$ cat src/rtl/johnson_dec_chk_pkg.sv
// Shared definitions for the Johnson counter family: lock-tracking FSM states
// and the phase-index width helper.
package johnson_dec_chk_pkg;

    typedef enum logic [1:0] {
        HUNT   = 2'd0,
        ACQ    = 2'd1,
        LOCKED = 2'd2
    } jstate_t;

    // An N-stage ring has 2N phases; this returns the bits needed to index them.
    function automatic int idx_w(input int n);
        return $clog2(2 * n);
    endfunction

endpackage

$ cat src/rtl/johnson_decode.sv
// Combinational Johnson-code decoder: maps an N-bit twisted-ring code to its
// phase index 0..2N-1 and flags any pattern that is not on the ring.
module johnson_decode
    import johnson_dec_chk_pkg::*;
#(
    parameter int N = 4,
    localparam int IW = idx_w(N)
) (
    input  logic [N-1:0]  jcode,
    output logic          legal,
    output logic [IW-1:0] idx_next
);

    // Low k bits set, the rest clear; k = N yields all ones.
    function automatic logic [N-1:0] therm(input int k);
        logic [N-1:0] ones;
        ones = '1;
        return ~(ones << k);
    endfunction

    // First half of the ring fills from the LSB, second half empties from it.
    always_comb begin
        legal    = 1'b0;
        idx_next = '0;
        for (int k = 0; k <= N; k++) begin
            if (jcode == therm(k)) begin
                legal    = 1'b1;
                idx_next = IW'(k);
            end
        end
        for (int m = 1; m < N; m++) begin
            if (jcode == ~therm(m)) begin
                legal    = 1'b1;
                idx_next = IW'(N + m);
            end
        end
    end

endmodule

$ cat config.mk
export PLATFORM = sky130hd
export DESIGN_NAME = johnson_decode
export DESIGN_NICKNAME = d
export VERILOG_FILES = /design/src/rtl/johnson_dec_chk_pkg.sv /design/src/rtl/johnson_decode.sv
export SDC_FILE = /design/constraint.sdc
export NUM_CORES = 1
export LEC_CHECK = 0
export BUFFER_PORTS_ARGS = -buffer_cell sky130_fd_sc_hd__buf_2
export CAP_MARGIN = 25
export CORE_AREA = 5 5 42 44
export DETAILED_ROUTE_END_ITERATION = 12
export DIE_AREA = 0 0 47 49
export SYNTH_ARGS = -nofsm -noshare
export SYNTH_HDL_FRONTEND = slang
export SYNTH_SLANG_ARGS = --single-unit
$ cat constraint.sdc
create_clock -name vclk -period 1.8
set_clock_uncertainty 0.1 [all_clocks]
set_input_delay 0.27 -clock vclk [all_inputs]
set_output_delay 0.27 -clock vclk [all_outputs]
set_load 0.005 [all_outputs]
==> metrics, run 1 <==
status finished, final reports clean; P&R area growth vs syn 70.6%; Mapped Area 85.1 sq um; Worst Setup Path Type input port to primary output; FF/Latch Area 0 sq um; FP Rows 14; final hold vios 0; Distinct cells, synth 8; worst hold slack 784 ps; Yosys top cell by area mux2i_1; CP max-delay cell mux2_1; Seq/Total Area, Yosys 0; Post-Place Cells 35; Final Max Tran Viols 0; antenna violations before repair 0; critical-path cell list buf_2 -> mux2_1 -> mux2i_1 -> buf_2; Resized Gates After CTS 0; post-layout min period 1360 ps; Final Cycle Share 0.755; Synth Area per Inst 7.73 sq um; Crit Path Max Fanout 5; vias 111; DRC violations left 0; Post-layout nets 25; Worst Setup End Kind primary output; drt first pass iters 2; Slew HR 0.908; fillers 170; diode count 0; top post-synthesis cells by area mux2i_1, nand2b_1, mux2_1; slowest cell delay on critical path 320 ps; Die Y 49 microns; multi-input logic area 85.1 sq um; initial DRC count 1; final design utilization 0.104; total track usage 0.0211; grt total ovfl 0; IO Pins 8; min-delay worst type input port to primary output; Critical Path RT 1430 ps; Placer Congestion 0.631; CP top delay family multiplexers; fin cells 35; worst path bufs/invs 2; post-synth top area share 0.353; Hold-fix buffers, CTS 0; Syn Nets 15; CP arrival 990 ps; Initial Util 0.0607; unrepaired setup endpoints after global routing false; Post-Synthesis Cells 11; CP Launch Type input port; pin count of the biggest net entering global routing 6; port bufs 8; total routed wirelength 249 microns; clk_buf instances 0; Pwr Density 207 nW/um^2; setup tns final 0 ps; Leak 0.0735 nW; die width 47 microns; vias in the first global route 109; layout cell share with drive strength beyond 1 0.421; worst-margin pin slew 134 ps; vias per inst 3.17; Max-cap violations 0; full die area 2300 sq um; Core Area 1400 sq um; flip-flop and latch count 0; DRT antenna net count 0; CP most frequent cell buf_2; first-pass GRT wire length 400 microns; Setup-failing EPs final 0; post-CTS setup buffers 0; Yosys Warn Count 0; wire per inst 7.11 microns; fmax 736 MHz; Max VDD drop 0.0000187 V
-- final cells by class --
type,instances,area share
multi-input combinational,11,0.586
timing repair buffer,8,0.276
tap,16,0.138
-- through the flow --
| step | total power (W) | setup slack (ps) | area (sq um) |
|---|---|---|---|
| 6_report | 0.0000300 | 441 | 145 |
| 3_3_place_gp | 0.0000301 | 408 | 145 |
| 4_1_cts | 0.0000310 | 404 | 145 |
| 5_1_grt | 0.0000341 | 325 | 145 |
| 3_5_place_dp | 0.0000309 | 408 | 145 |
| 2_1_floorplan | 0.0000139 | 724 | 85.1 |
-- report_power, final --
part	internal [W]	switching (W)	total, W
combinational	0.0000160	0.0000140	0.0000300
clock	0	0	0
sequential	0	0	0
total	0.0000160	0.0000140	0.0000300
-- cells in the final DEF (no fill, tap or decap) --
cell / Yosys / layout
mux2_1: 1 / 1
nand2b_1: 2 / 2
xor2_1: 1 / 1
or2_1: 1 / 1
nand2_1: 1 / 1
a21boi_1: 1 / 1
buf_2: 0 / 8
a21oi_1: 1 / 1
mux2i_1: 3 / 3
-- synth_stat cells --
cell,count
nand2b_1,2
a21boi_1,1
xor2_1,1
nand2_1,1
mux2_1,1
or2_1,1
a21oi_1,1
mux2i_1,3
-- logic make-up (layout without fill, tap and decap cells) --
kind of cell	count (synthesis)	in the layout	share of synthesized area
simple gates	4	4	0.265
buf+inv	0	8	0
xor+xnor	1	1	0.103
compound gates	2	2	0.147
mux	4	4	0.485
-- worst paths after layout --
| kind | slack [ps] | depth (start not counted) | to | startpoint |
|---|---|---|---|---|
| worst max-delay path | 440 | 4 | legal | jcode[3] |
| worst min-delay path | 780 | 3 | idx_next[1] | jcode[1] |
-- routing by layer --
metal,up-vias,routed length (microns),global-route usage,share of wire
li1,56,-,-,-
met1,47,107,0.0283,0.43
met2,8,87,0.0385,0.35
met3,0,54,0,0.22
met4,0,0,0,0
met5,-,0,0,0
Note: power is estimated with default switching activity, not from simulation.
==> inputs of run 2 (changes only) <==
ABC_AREA = 1   (was not set)
clock period = 1.1 ns   (was 1.8 ns; I/O delays follow)
==> metrics, run 2 <==
status finished, final reports clean (unchanged); Final Cycle Share 0.838; total routed wirelength 264 microns (was 249 microns); Resized Gates After CTS 0 (unchanged); most frequent cells in the layout nand2_1, buf_2, inv_1, nor2_1, nand3_1 (was buf_2, mux2i_1, nand2b_1); slowest cell delay on critical path 130 ps (was 320 ps); port bufs 8 (unchanged); final hold vios 0 (unchanged); drt first pass iters 2 (unchanged); clk_buf instances 0 (unchanged); antenna violations before repair 0 (unchanged); Final Max Tran Viols 0 (unchanged); most common cell after layout, fill and taps aside nand2_1 (was buf_2); Post-Place Cells 45 (was 35); layout cell share with drive strength beyond 1 0.379 (was 0.421); fmax 1080 MHz; vias per inst 3.13 (was 3.17); most frequent cell after synthesis nand2_1 (was mux2i_1); total track usage 0.0196 (was 0.0211); CP max-delay cell buf_2 (was mux2_1); initial DRC count 3 (was 1); total power 0.0000544 W (was 0.0000300 W); worst-margin pin slew 120 ps (was 134 ps); placed cell area 151 sq um (was 145 sq um); vias 141 (was 111); critical-path cell list buf_2 -> nand2_1 -> nand2_1 -> nor2_1 -> buf_2 (was buf_2 -> mux2_1 -> mux2i_1 -> buf_2); flip-flop and latch count 0 (unchanged); Hold-fix buffers, CTS 0 (unchanged); Core Area 1400 sq um (unchanged); P&R area growth vs syn 65.8% (was 70.6%); vias in the first global route 100 (was 109); grt total ovfl 0 (unchanged); pin count of the biggest net entering global routing 6 (unchanged); FP Rows 14 (unchanged); Crit Path Max Fanout 5 (unchanged); full die area 2300 sq um (unchanged); worst path bufs/invs 2 (unchanged); first-pass GRT wire length 372 microns (was 400 microns); Worst Setup End Kind primary output (unchanged); die width 47 microns (unchanged); HPWL Detailed 234 microns; post-layout min period 922 ps; Pwr Density 359 nW/um^2 (was 207 nW/um^2); top cells by count, synth nand2_1, inv_1, nor2_1, nand3_1 (was mux2i_1, nand2b_1); DRT antenna net count 0 (unchanged); Seq/Total Area, Yosys 0 (unchanged); IO Pins 8 (unchanged); min-delay worst type input port to primary output (unchanged); Initial Util 0.0652 (was 0.0607); FF/Latch Area 0 sq um (unchanged); top post-synthesis cells by area nand2_1, inv_1, nor2_1 (was mux2i_1, nand2b_1, mux2_1); Setup-failing EPs final 0 (unchanged); post-synth top area share 0.370 (was 0.353); Worst Setup Path Type input port to primary output (unchanged); diode count 0 (unchanged); Distinct cells, synth 8 (unchanged); Mapped Area 91.3 sq um (was 85.1 sq um); unrepaired setup endpoints after global routing false (unchanged); Placer Congestion 0.770 (was 0.631); Critical Path RT 830 ps (was 1430 ps); CP top delay family simple AND/OR/NAND/NOR gates (was multiplexers); DRC violations left 0 (unchanged); Post-Synthesis Cells 21 (was 11); Synth Area per Inst 4.35 sq um (was 7.73 sq um); post-CTS setup buffers 0 (unchanged); CP Launch Type input port (unchanged); Yosys Warn Count 0 (unchanged); Max VDD drop 0.0000369 V (was 0.0000187 V); setup tns final 0 ps (unchanged); fin cells 45 (was 35); final instance area 151 sq um (was 145 sq um); Die Y 49 microns (unchanged); Post-layout nets 35 (was 25); CP arrival 660 ps (was 990 ps); wire per inst 5.87 microns (was 7.11 microns); Syn Nets 25 (was 15); Max-cap violations 0 (unchanged); Yosys top cell by area nand2_1 (was mux2i_1); Leak 0.0978 nW (was 0.0735 nW); Slew HR 0.919 (was 0.908)
==> run 2: changes by cell type in the layout (fill, tap and decap cells not counted), sizes merged <==
cell / change
a21boi: -1
xnor2: +1
a21oi: -1
nand2: +9
mux2i: -3
or2: -1
xor2: -1
mux2: -1
inv: +4
nor2: +4
nand3: +2
nand2b: -2
==> run 2: final timing paths <==
path     start     endpoint  cells after the start
max   jcode[1]  idx_next[0]                      5
min   jcode[3]  idx_next[2]                      4
==> run 2: final cells by class <==
class	count	area, sq um
tap	16	20.0
multi-input combinational	17	76.3
inverter	4	15.0
fill	173	1250
timing repair buffer	8	40.0
==> run 2: logic make-up after synthesis <==
kind of cell | after synthesis | share of synthesized area
xor gates and xnor gates | 1 | 0.0959
and+or+nand+nor | 16 | 0.740
buffers and inverters | 4 | 0.164
==> run 2: tightest hold or removal path, delay by kind of cell <==
kind	cells	cell delay [ps]
buffers and inverters	2	250
AND/OR/NAND/NOR	2	110
==> run 2: through the flow <==
| step | setup slack [ps] | hold WS (ps) | utilization |
|---|---|---|---|
| finish | 178 | 574 | 0.108 |
| global route | 69.5 | 601 | 0.108 |
| CTS | 161 | 579 | 0.108 |
| detailed placement | 165 | 577 | 0.108 |
| global placement | 137 | 582 | 0.108 |
| floorplan | 401 | 311 | - |
==> run 2: report_power, final <==
part	leakage (nW)	switching, W	total, W	internal [W]
combinational	0.0978	0.0000295	0.0000544	0.0000249
clock	0	0	0	0
sequential	0	0	0	0
==> run 2: routing by layer <==
| layer | up-vias | wire [microns] | global-route usage |
|---|---|---|---|
| met4 | 0 | 0 | 0 |
| li1 | 78 | - | - |
| met2 | 5 | 114 | 0.0271 |
| met1 | 58 | 105 | 0.0304 |
| met3 | 0 | 45 | 0.00738 |
| met5 | - | 0 | 0 |
